File: config.mk
export PLATFORM = sky130hd
export DESIGN_NAME = master_switch_ctrl
export DESIGN_NICKNAME = d
export VERILOG_FILES = /design/src/rtl/switch_pkg.sv /design/src/rtl/sync_edge_det.sv /design/src/rtl/master_switch_ctrl.sv
export SDC_FILE = /design/constraint.sdc
export NUM_CORES = 1
export LEC_CHECK = 0
export CAP_MARGIN = 15
export CORE_UTILIZATION = 30
export DETAILED_ROUTE_END_ITERATION = 10
export GPL_TIMING_DRIVEN = 0
export PLACE_DENSITY = 0.56
export SKIP_LAST_GASP = 1
export SYNTH_ARGS = -nofsm -noshare
export SYNTH_HDL_FRONTEND = slang
export SYNTH_SLANG_ARGS = --single-unit
export TNS_END_PERCENT = 20
File: constraint.sdc
create_clock -name clk -period 5.8 [get_ports clk]
set_clock_uncertainty 0.05 [all_clocks]
set_input_delay 1.45 -clock clk [delete_from_list [all_inputs] [get_ports clk]]
set_output_delay 1.45 -clock clk [all_outputs]
set_load 0.02 [all_outputs]
File: src/rtl/switch_pkg.sv
// ============================================================================
// Module   : switch_pkg
// Brief    : Shared types, constants and helpers for master_switch_ctrl.
//            Default cycle counts are derived from MASTER_SWITCH_OSC_HZ.
//            Optional feature macro: MASTER_SWITCH_REVERT_EN (see top level).
// Revision : 1.0 - initial release
// ============================================================================
`default_nettype none

`ifndef MASTER_SWITCH_OSC_HZ
`define MASTER_SWITCH_OSC_HZ 14745600
`endif

package switch_pkg;

    // Controller states; ACT covers both A-active and B-active (see sel_b)
    typedef enum logic [1:0] {
        ST_INIT = 2'd0,
        ST_ACT  = 2'd1,
        ST_HOLD = 2'd2,
        ST_NONE = 2'd3
    } state_t;

    localparam int OSC_HZ             = `MASTER_SWITCH_OSC_HZ;
    localparam int DEF_STARTUP_CYCLES = OSC_HZ / 10;    // 0.1 s
    localparam int DEF_HOLDOFF_CYCLES = OSC_HZ / 100;   // 10 ms
    localparam int DEF_REVERT_CYCLES  = OSC_HZ / 10;    // 0.1 s
    localparam int DEF_CNT_W          = 24;

    localparam logic SEL_A = 1'b0;
    localparam logic SEL_B = 1'b1;

    // Saturating 8-bit increment for the switch counter
    function automatic logic [7:0] sat_inc8(input logic [7:0] v);
        return (v == 8'hFF) ? v : v + 8'd1;
    endfunction

endpackage

`default_nettype wire

File: src/rtl/sync_edge_det.sv
// ============================================================================
// Module   : sync_edge_det
// Brief    : 2-FF synchronizer for an asynchronous level followed by a
//            rising-edge detector. The pulse is valid in the cycle after the
//            second synchronizer stage first captures a 1.
// Revision : 1.0 - initial release
// ============================================================================
`default_nettype none

module sync_edge_det (
    input  logic clk,
    input  logic rst_n,
    input  logic async_in,
    output logic rise
);

    // sh[0], sh[1]: synchronizer stages; sh[2]: previous synchronized value
    logic [2:0] sh;

    // Shift the asynchronous level through the synchronizer and history stage
    always_ff @(posedge clk or negedge rst_n) begin
        if (!rst_n) begin
            sh <= 3'b000;
        end else begin
            sh <= {sh[1:0], async_in};
        end
    end

    assign rise = sh[1] & ~sh[2];

endmodule

`default_nettype wire

File: src/rtl/master_switch_ctrl.sv
// ============================================================================
// Module   : master_switch_ctrl
// Brief    : Selects which redundant core (A/B) drives the shared bus based on
//            heartbeat status, operator force requests, a startup window and a
//            post-switch holdoff. Optional auto-revert to core A is built when
//            MASTER_SWITCH_REVERT_EN is defined.
// Revision : 1.0 - initial release
// ============================================================================
`default_nettype none

module master_switch_ctrl
    import switch_pkg::*;
#(
    parameter int STARTUP_CYCLES = DEF_STARTUP_CYCLES,
    parameter int HOLDOFF_CYCLES = DEF_HOLDOFF_CYCLES,
    parameter int CNT_W          = DEF_CNT_W,
    parameter int REVERT_CYCLES  = DEF_REVERT_CYCLES
) (
    input  logic       clk,
    input  logic       rst_n,
    input  logic       alive_a,
    input  logic       alive_b,
    input  logic       force_req,
    input  logic       force_sel,
    output logic       sel_b,
    output logic       sel_valid,
    output logic       no_master,
    output logic       switch_pulse,
    output logic       force_rej,
    output logic [7:0] switch_count
);

    localparam logic [CNT_W-1:0] STARTUP_LAST = CNT_W'(STARTUP_CYCLES - 1);
    localparam logic [CNT_W-1:0] HOLDOFF_LAST = CNT_W'(HOLDOFF_CYCLES - 1);

    state_t           state;
    logic [CNT_W-1:0] timer;
    logic             force_edge;
    logic             cur;
    logic             oth;
    logic             force_diff;
    logic             revert_hit;
    logic             sw_hold;

    sync_edge_det u_force_sync (
        .clk      (clk),
        .rst_n    (rst_n),
        .async_in (force_req),
        .rise     (force_edge)
    );

    assign cur        = sel_b ? alive_b : alive_a;
    assign oth        = sel_b ? alive_a : alive_b;
    assign force_diff = force_edge & (force_sel != sel_b);

    // Any switch that lands in HOLD: failover, auto-revert or accepted force
    // from ACT (failover wins because ~cur is checked first), or recovery of
    // only the non-selected core from NONE. All require the other core alive.
    assign sw_hold = oth & (((state == ST_ACT)  & (~cur | revert_hit | force_diff)) |
                            ((state == ST_NONE) & ~cur));

`ifdef MASTER_SWITCH_REVERT_EN
    localparam logic [CNT_W-1:0] REVERT_LAST = CNT_W'(REVERT_CYCLES - 1);

    logic [CNT_W-1:0] rev_cnt;
    logic             rev_run;

    assign rev_run    = (state == ST_ACT) & (sel_b == SEL_B) & alive_a;
    assign revert_hit = rev_run & (rev_cnt == REVERT_LAST);

    // Measure continuous core-A health while B is master; restart on any gap or switch
    always_ff @(posedge clk or negedge rst_n) begin
        if (!rst_n) begin
            rev_cnt <= '0;
        end else if (rev_run && !sw_hold) begin
            rev_cnt <= rev_cnt + 1'b1;
        end else begin
            rev_cnt <= '0;
        end
    end
`else
    logic unused_revert_cfg;

    assign revert_hit        = 1'b0;
    assign unused_revert_cfg = (REVERT_CYCLES != 0);
`endif

    // Master-selection state machine with registered outputs
    always_ff @(posedge clk or negedge rst_n) begin
        if (!rst_n) begin
            state        <= ST_INIT;
            timer        <= '0;
            sel_b        <= SEL_A;
            sel_valid    <= 1'b0;
            no_master    <= 1'b0;
            switch_pulse <= 1'b0;
            force_rej    <= 1'b0;
            switch_count <= 8'd0;
        end else begin
            switch_pulse <= 1'b0;
            force_rej    <= 1'b0;

            if (sw_hold) begin
                state        <= ST_HOLD;
                timer        <= '0;
                sel_b        <= ~sel_b;
                no_master    <= 1'b0;
                switch_pulse <= 1'b1;
                switch_count <= sat_inc8(switch_count);
                // A force from NONE is still refused even if a recovery switch happens
                force_rej    <= (state == ST_NONE) & force_edge;
            end else begin
                case (state)
                    ST_INIT: begin
                        force_rej <= force_edge;
                        if (timer == STARTUP_LAST) begin
                            timer     <= '0;
                            sel_valid <= 1'b1;
                            if (alive_a) begin
                                state <= ST_ACT;
                                sel_b <= SEL_A;
                            end else if (alive_b) begin
                                state        <= ST_ACT;
                                sel_b        <= SEL_B;
                                switch_pulse <= 1'b1;
                                switch_count <= sat_inc8(switch_count);
                            end else begin
                                state     <= ST_NONE;
                                sel_b     <= SEL_A;
                                no_master <= 1'b1;
                            end
                        end else begin
                            timer <= timer + 1'b1;
                        end
                    end
                    ST_ACT: begin
                        timer <= '0;
                        if (!cur) begin
                            // Other core also dead (else sw_hold would be set)
                            state     <= ST_NONE;
                            no_master <= 1'b1;
                        end else if (force_diff) begin
                            // Requested core is not alive
                            force_rej <= 1'b1;
                        end
                    end
                    ST_HOLD: begin
                        force_rej <= force_edge;
                        if (timer == HOLDOFF_LAST) begin
                            state <= ST_ACT;
                            timer <= '0;
                        end else begin
                            timer <= timer + 1'b1;
                        end
                    end
                    default: begin // ST_NONE
                        timer     <= '0;
                        force_rej <= force_edge;
                        if (cur) begin
                            state     <= ST_ACT;
                            no_master <= 1'b0;
                        end
                    end
                endcase
            end
        end
    end

endmodule

`default_nettype wire

==> results of run 1 <==
==> power by group <==
part / total (mW) / switching (mW) / leakage (nW) / internal, mW
registers: 0.379 / 0.0407 / 0.551 / 0.339
clock network: 0.228 / 0.101 / 0.0579 / 0.127
logic: 0.393 / 0.222 / 0.454 / 0.171
==> synthesized netlist by cell type (4+ instances only) <==
cell | count | area (sq um)
clkbuf_1 | 7 | 26.28
o21ai_0 | 6 | 30.03
nor4_1 | 6 | 37.54
a21oi_1 | 7 | 35.03
nand2_1 | 9 | 33.78
xnor2_1 | 19 | 166.4
and3_1 | 7 | 43.79
xor2_1 | 10 | 87.58
nor3_1 | 4 | 20.02
dfrtp_1 | 42 | 1051
nand4_1 | 4 | 25.02
nand3_1 | 17 | 85.08
nor2_1 | 33 | 123.9
ha_1 | 6 | 75.07
inv_1 | 8 | 30.03
==> final cells by class <==
cell class	instances	area (sq um)	area share, %
multi-input combinational	169	1111	42.15
sequential	42	1051	39.87
timing repair buffer	17	175.2	6.645
tap	99	123.9	4.699
clock buffer	5	68.82	2.610
clock inverter	3	40.04	1.519
buffer	9	36.28	1.376
inverter	8	30.03	1.139
==> metal layers <==
| layer | vias up | share of wire (%) |
|---|---|---|
| met5 | - | 0 |
| met4 | 0 | 0.48 |
| met3 | 2 | 3.9 |
| met2 | 31 | 45 |
| met1 | 814 | 51 |
| li1 | 847 | - |
==> critical path, delay by kind of cell <==
family | cells | cell delay (ps)
xor+xnor | 1 | 160
buf+inv | 2 | 770
simple gates | 2 | 290
compound gates | 2 | 780
==> state kept, by name, indices dropped and copies added (netlist names) <==
register	flops
no_master	1
timer	24
state	2
sel_valid	1
u_force_sync.sh	3
sel_b	1
switch_count	8
switch_pulse	1
force_rej	1
==> worst paths after layout <==
| path | start | end | slack, ps | depth (start not counted) |
|---|---|---|---|---|
| min in group asynchronous | rst_n | timer[16] | 1030 | 1 |
| max reg2reg | state[1] | timer[5] | 3260 | 8 |
| min reg2reg | u_force_sync.sh[0] | u_force_sync.sh[1] | 300 | 0 |
| min | u_force_sync.sh[0] | u_force_sync.sh[1] | 300 | 0 |
| max | force_sel | timer[5] | 2470 | 7 |
| max in group asynchronous | rst_n | timer[23] | 4200 | 2 |
==> per-stage QoR <==
stage	cell area (sq um)	hold slack [ps]	total power, mW	cells
after global routing	2636	314.2	1.078	352
after global placement	2512	286.0	0.7804	343
after CTS	2636	308.1	1.019	352
final	2636	303.3	1.000	352
after floorplan	2228	281.2	0.6508	228
after detailed placement	2527	287.0	0.7840	344
==> cell families (layout without fill, tap and decap cells) <==
family,count (synthesis),count (layout)
muxes,3,3
xor gates and xnor gates,29,29
adders and majority gates,6,6
DFF,42,42
AOI/OAI and AO/OA,34,34
and+or+nand+nor,97,97
buffers and inverters,17,42
==> cells in the final DEF, fill, tap and decap left out, types with 3 or more instances in the layout <==
| cell | n |
|---|---|
| nand4_1 | 4 |
| o21ai_0 | 6 |
| nor4_1 | 6 |
| clkbuf_1 | 7 |
| dfrtp_1 | 42 |
| inv_1 | 8 |
| ha_1 | 6 |
| a21oi_1 | 7 |
| and3_1 | 7 |
| buf_2 | 3 |
| xnor2_1 | 19 |
| clkbuf_8 | 5 |
| nand2_1 | 9 |
| nor2_1 | 33 |
| nor3_1 | 4 |
| xor2_1 | 10 |
| clkdlybuf4s50_1 | 15 |
| nand3_1 | 17 |
==> key figures, run 1 <==
Status
  – Status: completed

Timing
  – Fin crit share: 57.35%
  – Setup TNS Final: 0 ps
  – Max Slew Vio Count: 0
  – Worst-margin pin slew: 590.0 ps
  – RSZ-0062 raised after global routing: false
  – Final min period: 3326 ps
  – Finish-stage setup viols: 0
  – Slew margin rel.: 60.67%
  – Fin. Hold Viols: 0
  – Final setup margin: 2474 ps
  – Peak Freq: 300.7 MHz

Clock network
  – Cts hold-fix bufs: 0
  – CTS Sinks: 42
  – CTS tree: built
  – Clk buf depth: 2
  – Number of H-tree levels: 2
  – Worst skew pair latency: 290 ps
  – Resized cells post-CTS: 0
  – CTS Buf Count: 5
  – Clock root buffer: clkbuf_8
  – Reg clk slew, reported paths: 80 ps
  – Buffer count from post-CTS setup fixing: 0

Routing
  – DRT Pass-1 Iters: 4
  – DRC viols: 0
  – Routed Antenna Nets: 0
  – Starting DRC count in detailed routing: 69
  – Total wire length: 4383 um
  – Via Count: 1694
  – Detail-routed net length per standard cell: 12.45 um
  – Vias per cell: 4.813

Cells and area
  – Util after Layout: 36.54%
  – Share of cells above drive strength 1: 9.091%
  – FILL cells: 750
  – Final net count: 264
  – Antenna cells: 0
  – Area Overhead vs Synth: 18.30%

Job
  – MaxCap Viol Count: 0

Global route
  – Pin count of the biggest net entering global routing: 27
  – Vias in the first global route: 1644
  – Grt ovf: 0
  – Initial antenna violation count: 0
  – First-pass GRT wire length: 7714 um
  – GR Util met2: 20.56%
  – Total GRT Usage: 12.74%
  – Met1 Use GR: 16.97%
  – Layer carrying the most global-route usage: met2
  – M3 GR Usage: 3.487%

Yosys
  – Post-synthesis compound-gate area fraction: 10.95%
  – Sequential area share after synthesis: 47.16%
  – EDFF count, synth: 0
  – Yosys warns: 0
  – #FFs+latches synth: 42
  – Synth Area in Adders: 3.369%
  – Mapped Nets: 240
  – Post-Synth XOR/XNOR Area: 11.40%
  – Largest family of logic cells by synthesized area: simple AND/OR/NAND/NOR gates
  – Ys flop type: dfrtp_1
  – Post-synthesis cell area: 2228 sq um
  – Post-synth cell types: 50
  – Mean post-synth cell area: 9.774 sq um
  – Simple-gate share of the synthesized area: 22.68%
  – Mux cell area share after synthesis: 1.460%
  – Async SR Flop Fraction: 100.0%
  – Cells after Synth: 228

Hold path
  – Worst min-delay path category: reg2reg

Floorplanning
  – Die Ht: 88.19 um
  – Die width: 88.19 um
  – Ports: 19
  – Initial Utilization: 30.89%
  – Cell Rows: 31
  – Core area: 7214 sq um
  – Die area: 7777 sq um

Placement
  – Setup WS pre-CTS: 2150 ps
  – Number of port buffers: 16
  – GP Congestion: 0.7470
  – Post-DP HPWL: 3133 um

Pwr
  – Maximum vdd drop: 0.0001109 V
  – P_leak: 1.064 nW
  – PD cells: 379.4 nW/um^2

Setup path
  – Critical path class: in2reg
  – CP Max Fanout: 10
  – Worst Path Arrival: 3450 ps
  – CP startpoint kind: input pin
  – CP max stage cell: a21oi_1
  – Worst Setup End Kind: flip-flop
  – Max incr delay on CP: 550 ps
  – CP cell instances: clkdlybuf4s50_1 -> xor2_1 -> nand4b_1 -> a21oi_1 -> a21o_2 -> buf_2 -> nor2_1
  – WP data required: 5920 ps
Power figures use the tool's default switching activity.
==> run 2, diff against run 1 <==
--- a/config.mk
+++ b/config.mk
@@ -9,7 +9,7 @@
 export CORE_UTILIZATION = 30
 export DETAILED_ROUTE_END_ITERATION = 10
 export GPL_TIMING_DRIVEN = 0
-export PLACE_DENSITY = 0.56
+export PLACE_DENSITY = 0.58
 export SKIP_LAST_GASP = 1
 export SYNTH_ARGS = -nofsm -noshare
 export SYNTH_HDL_FRONTEND = slang
==> constraint.sdc (replaced) <==
create_clock -name clk -period 3 [get_ports clk]
set_clock_uncertainty 0.05 [all_clocks]
set_input_delay 0.75 -clock clk [delete_from_list [all_inputs] [get_ports clk]]
set_output_delay 0.75 -clock clk [all_outputs]
set_load 0.02 [all_outputs]
==> run 2 against run 1 <==
First-iteration DRC count decreased by 19%. Die area is the same. Critical path depth unchanged. Design area rose by 0.28%. Sequential cell count did not move. Non-clock buffer count unchanged. Clock power rose by 94%. Core utilization grew 0.10 points. Power rose by 94%. Register-to-register slack worse by 2800 ps.
==> key figures, run 2 (synthesis results as in run 1) <==
Timing
  – Fin. Hold Viols: 0 (unchanged)
  – Peak Freq: 377.6 MHz
  – Worst hold slack: 306.9 ps (+3.652 ps)
  – Final min period: 2648 ps
  – Slew margin rel.: 59.70% (-0.97 points)
  – Finish-stage setup viols: 0 (unchanged)
  – Max Slew Vio Count: 0 (unchanged)
  – RSZ-0062 raised after global routing: false
  – Fin crit share: 88.28%
  – Worst-margin pin slew: 604.5 ps (+14.58 ps)
  – Setup TNS Final: 0 ps (unchanged)

Cells and area
  – Largest register FFs: 24 (unchanged)
  – Most frequent cells in the layout: dfrtp_1 (42), nor2_1 (33), xnor2_1 (19)
  – Final net count: 264 (unchanged)
  – Largest reg by FF count: timer
  – Antenna cells: 0 (unchanged)
  – Most common cell after layout, fill and taps aside: dfrtp_1
  – Largest regs: timer (24), switch_count (8), u_force_sync.sh (3)
  – Share of cells above drive strength 1: 9.091% (unchanged)
  – Fin cells: 352 (unchanged)
  – FILL cells: 762 (+1.6%)
  – Area Overhead vs Synth: 18.64%
  – Util after Layout: 36.65% (+0.10 points)

Global route
  – Grt ovf: 0 (unchanged)
  – Pin count of the biggest net entering global routing: 24 (-11%)
  – Initial antenna violation count: 0 (unchanged)
  – Total GRT Usage: 13.30% (+0.56 points)
  – Vias in the first global route: 1732 (+5.4%)
  – First-pass GRT wire length: 7997 um (+3.7%)

Setup path
  – Worst Setup End Kind: flip-flop
  – CP Max Fanout: 10 (unchanged)
  – WP data required: 3130 ps (-2790 ps)
  – Critical path class: in2reg
  – CP startpoint kind: input pin
  – Worst Path Arrival: 2780 ps (-670 ps)

Clock network
  – Clock root buffer: clkbuf_8
  – Cts hold-fix bufs: 0 (unchanged)
  – CTS Buf Count: 5 (unchanged)
  – Buffer count from post-CTS setup fixing: 0 (unchanged)
  – Clk buf depth: 2 (unchanged)
  – Resized cells post-CTS: 0 (unchanged)
  – Reg clk slew, reported paths: 80 ps (about the same)
  – Number of H-tree levels: 2 (unchanged)
  – Worst skew pair latency: 300 ps (about the same)
  – CTS tree: built
  – CTS Sinks: 42 (unchanged)

Status
  – Status: completed

Floorplanning
  – Ports: 19 (unchanged)
  – Cell Rows: 31 (unchanged)
  – Die area: 7777 sq um (unchanged)
  – Core area: 7214 sq um (unchanged)
  – Die width: 88.19 um (unchanged)
  – Initial Utilization: 30.89% (unchanged)
  – Die Ht: 88.19 um (unchanged)

Pwr
  – Clock Power Share: 22.8% (about the same)
  – NetSw: 710.8 uW (+95%)
  – Cell internal pwr: 1.231 mW (+94%)
  – Switching Fraction: 36.60% (+0.18 points)
  – Seq pwr share: 37.9% (about the same)
  – P_leak: 1.067 nW (+0.31%)
  – Maximum vdd drop: 0.0002791 V (+150%)
  – PD cells: 734.5 nW/um^2 (+94%)
  – Comb pwr share: 39.3% (about the same)

Routing
  – DRT Pass-1 Iters: 4 (unchanged)
  – Starting DRC count in detailed routing: 56 (-19%)
  – Via Count: 1703 (+0.53%)
  – Total wire length: 4406 um (+0.52%)
  – Vias per cell: 4.838 (+0.53%)
  – Detail-routed net length per standard cell: 12.52 um (+0.52%)
  – DRC viols: 0 (unchanged)
  – Routed Antenna Nets: 0 (unchanged)

Placement
  – Post-DP HPWL: 3224 um (+2.9%)
  – Number of port buffers: 16 (unchanged)
  – GP Congestion: 0.7530 (+0.80%)
  – Cells after DPL: 344 (unchanged)

Hold path
  – Worst min-delay path category: reg2reg

Job
  – MaxCap Viol Count: 0 (unchanged)
## run 2: critical path, cell delays in order
cell and delay (ps):
clkdlybuf4s50_1 520, xor2_1 160, nand4b_1 230, a21oi_1 560, a21o_2 230, buf_2 240, nor2_1 80
## run 2: per-layer routing
metal | track usage [%] | part of all wire [%]
met5 | 0 | 0
met4 | 5.279 | 2.0
met3 | 2.922 | 3.0
met2 | 21.82 | 46
met1 | 17.04 | 49
## run 2: area by class of cell
class | instances | area, sq um | share of cell area, %
plain buffers | 9 | 36.28 | 1.372
clock buffers | 5 | 68.82 | 2.603
clock inverters | 3 | 40.04 | 1.514
inverters | 8 | 30.03 | 1.136
multi-input cells | 169 | 1111 | 42.03
flip-flops and latches | 42 | 1051 | 39.75
well taps | 99 | 123.9 | 4.685
repair buffers | 17 | 182.7 | 6.910
## run 2: path summary, 6_finish.rpt
path	cells after the start	endpoint	slack [ps]	from
worst max-delay path	7	timer[20]	350	force_sel
worst min-delay path	0	u_force_sync.sh[1]	310	u_force_sync.sh[0]
worst max register to register	8	timer[20]	440	state[1]
worst min register to register	0	u_force_sync.sh[1]	310	u_force_sync.sh[0]
max in group asynchronous	2	timer[20]	2060	rst_n
min in group asynchronous	1	timer[6]	360	rst_n
## run 2: power by group through the flow
stage	Sequential (mW)	Combinational (mW)	Clock, mW
floorplan	0.805	0.453	0
global placement	0.745	0.763	0
detailed placement	0.750	0.777	0
CTS	0.738	0.778	0.463
global route	0.751	0.872	0.482
finish	0.735	0.764	0.443
## run 2: metrics by stage
step / instance area (sq um) / power [mW] / setup WS, ps
6_report: 2644 / 1.942 / 351.6
5_1_grt: 2644 / 2.105 / 177.8
4_1_cts: 2644 / 1.980 / 339.0
3_5_place_dp: 2535 / 1.527 / 36.33
3_3_place_gp: 2512 / 1.508 / 7.712
2_1_floorplan: 2228 / 1.258 / 698.1
==> patch, RTL diff (settings of run 2) <==
Add a define of `MASTER_SWITCH_REVERT_EN`.
--- a/src/rtl/master_switch_ctrl.sv
+++ b/src/rtl/master_switch_ctrl.sv
@@ -7,6 +7,8 @@
 // Revision : 1.0 - initial release
 // ============================================================================
 `default_nettype none
+
+`define MASTER_SWITCH_REVERT_EN
 
 module master_switch_ctrl
     import switch_pkg::*;
Function: same outputs for any inputs over 10 cycles, from zero or initial values and one cycle with rst_n low; that may be too few to reach the edited logic, so the function may still have changed.
==> patch against run 2 <==
Count of clock-buffer cells in the layout rose by 9; power is 33% higher; routed wire length grew 43%; sequential cell count grew 24; area after synthesis rose by 50%; critical path depth unchanged; combinational power up 2%; worst setup slack worse by 96 ps; design area up 47%; register-to-register slack got worse by 180 ps; largest cell class is now registers.
==> patch: results (changes against run 2) <==
Status
  – Outcome: completed

Yosys
  – Post-Syn Nets: 352 (+47%)
  – Post-synthesis sequential area ratio: 0.495 (+0.0237)
  – Synth Area in Adders: 0.0263 (-0.00742)
  – Synth cell types: 48 (-4.0%)
  – Post-synthesis mux area share: 0.0161 (+0.00154)
  – XOR/XNOR share of the synthesized area: 0.118 (+0.00422)
  – Synth Area in Compound Gates: 0.0694 (-0.0401)
  – Ranking of synthesized cells by area: dfrtp_1, xor2_1, nor2_1, xnor2_1, nand3_1
  – Most frequent cells after synthesis: dfrtp_1, nor2_1, xor2_1, nand2_1, nand3_1

Layout
  – # nets final: 380 (+44%)
  – Layout cell share with drive strength beyond 1: 0.0726 (-0.0183)
  – Inserted Diodes: 0 (unchanged)
  – Fillers: 1,120 (+47%)
  – Largest registers: rev_cnt x24, timer x24, switch_count x8

Critical path
  – R2R depth: 7 (-1)
  – CP delay by family, top: simple AND/OR/NAND/NOR gates
  – Crit path largest cell delay: 680 ps (+120 ps)
  – FF-to-FF End: switch_count[1]
  – R2R setup slack: 260 ps (-180 ps)
  – Worst EP arrival: 2920 ps (+140 ps)
  – Max Fanout on Critical Path: 10 (unchanged)

Global route
  – Largest net degree at the start of global routing: 67 (+180%)
  – First-pass GRT wire length: 11,000 um (+38%)
  – Gr usage total: 0.122 (-0.0106)

Route
  – Vias: 2,433 (+43%)
  – Avg WL per Cell: 12.3 um (-1.4%)
  – Drt initial violations: 147 (+160%)

Pwr
  – Worst VDD drop: 266 uV (-4.7%)
  – Leakage dissipation: 0.00157 uW (+47%)

Placed design
  – Number of port buffers: 17 (+1)
  – Placed wire-length estimate: 4340 um (+35%)
  – RePlAce Congestion: 0.780 (+3.6%)

Timing
  – Min Hold Slack: 311 ps (+3.76 ps)
  – Tightest Pin Transition: 833 ps (+229 ps)

Clocking
  – Clock Latency Late Sink: 340 ps (+40 ps)
  – Number of CTS-inserted buffers: 9 (+4)
  – H-tree depth: 3 (+1)
  – # Post-CTS Setup Buffers: 0 (unchanged)
==> patch: changes by cell type in the layout (fill, tap and decap cells not counted), sizes merged, moves of 3 or more <==
cell	run 2	this run
nand4	4	13
clkbuf	12	20
a21oi	7	13
nand3	17	22
and3	8	11
dfrtp	42	66
nand2	9	27
nor2	33	64
xor2	10	28
==> patch: kinds of logic (layout without fill, tap and decap cells) <==
group,after synthesis,count (layout)
buf+inv,16,49
compound gates,33,33
flops,66,66
simple gates,167,167
fa+ha+maj,7,7
mux,5,5
xor+xnor,45,45
==> patch: worst reg2reg max path, cell delays in order, from the launching register on <==
cell and delay (ps):
dfrtp_1 380, ha_1 240, nand4_1 190, nor4_2 680, nand4_1 290, o21ai_4 200
and2_1 250, mux2_1 330
==> patch: how the worst max path moves through the flow <==
stage,startpoint,to,slack [ps],cells past startpoint
after global routing,timer[0],switch_count[1],70,7
after CTS,timer[0],switch_count[1],240,7
after floorplan,alive_b,switch_count[1],680,7
after global placement,rst_n,switch_count[4],-1160,1
after detailed placement,alive_a,switch_count[1],3,7
final,timer[0],switch_count[1],260,7
==> patch: per-layer routing <==
metal / global-route usage / vias to the layer above / part of all wire
li1: - / 1221 / -
met4: 0.0597 / 0 / 0.017
met1: 0.157 / 1175 / 0.49
met3: 0.0315 / 10 / 0.028
met2: 0.192 / 27 / 0.46
met5: 0 / - / 0
==> patch: area by class of cell <==
type                    instances  area share
repair buffers                 17      0.0433
well taps                     140      0.0452
clock inverters                 2     0.00904
clock buffers                  14      0.0420
inverters                       8     0.00775
plain buffers                   8     0.00969
flip-flops and latches         66       0.426
multi-input cells             257       0.417
==> patch: report_power, final <==
group / total (uW) / switching [uW] / internal (uW)
Sequential: 1050 / 73.9 / 971
Combinational: 782 / 460 / 322
Clock: 761 / 331 / 430
==> patch: through the flow <==
stage                util  cell area, sq um  TNS, ps  total power [uW]  instances
floorplan               -              3330        0              1590        339
global placement    0.339              3680   -76160              1840        496
detailed placement  0.339              3680        0              1850        496
CTS                 0.357              3870        0              2620        512
global route        0.357              3870        0              2750        512
finish              0.357              3870        0              2590        512
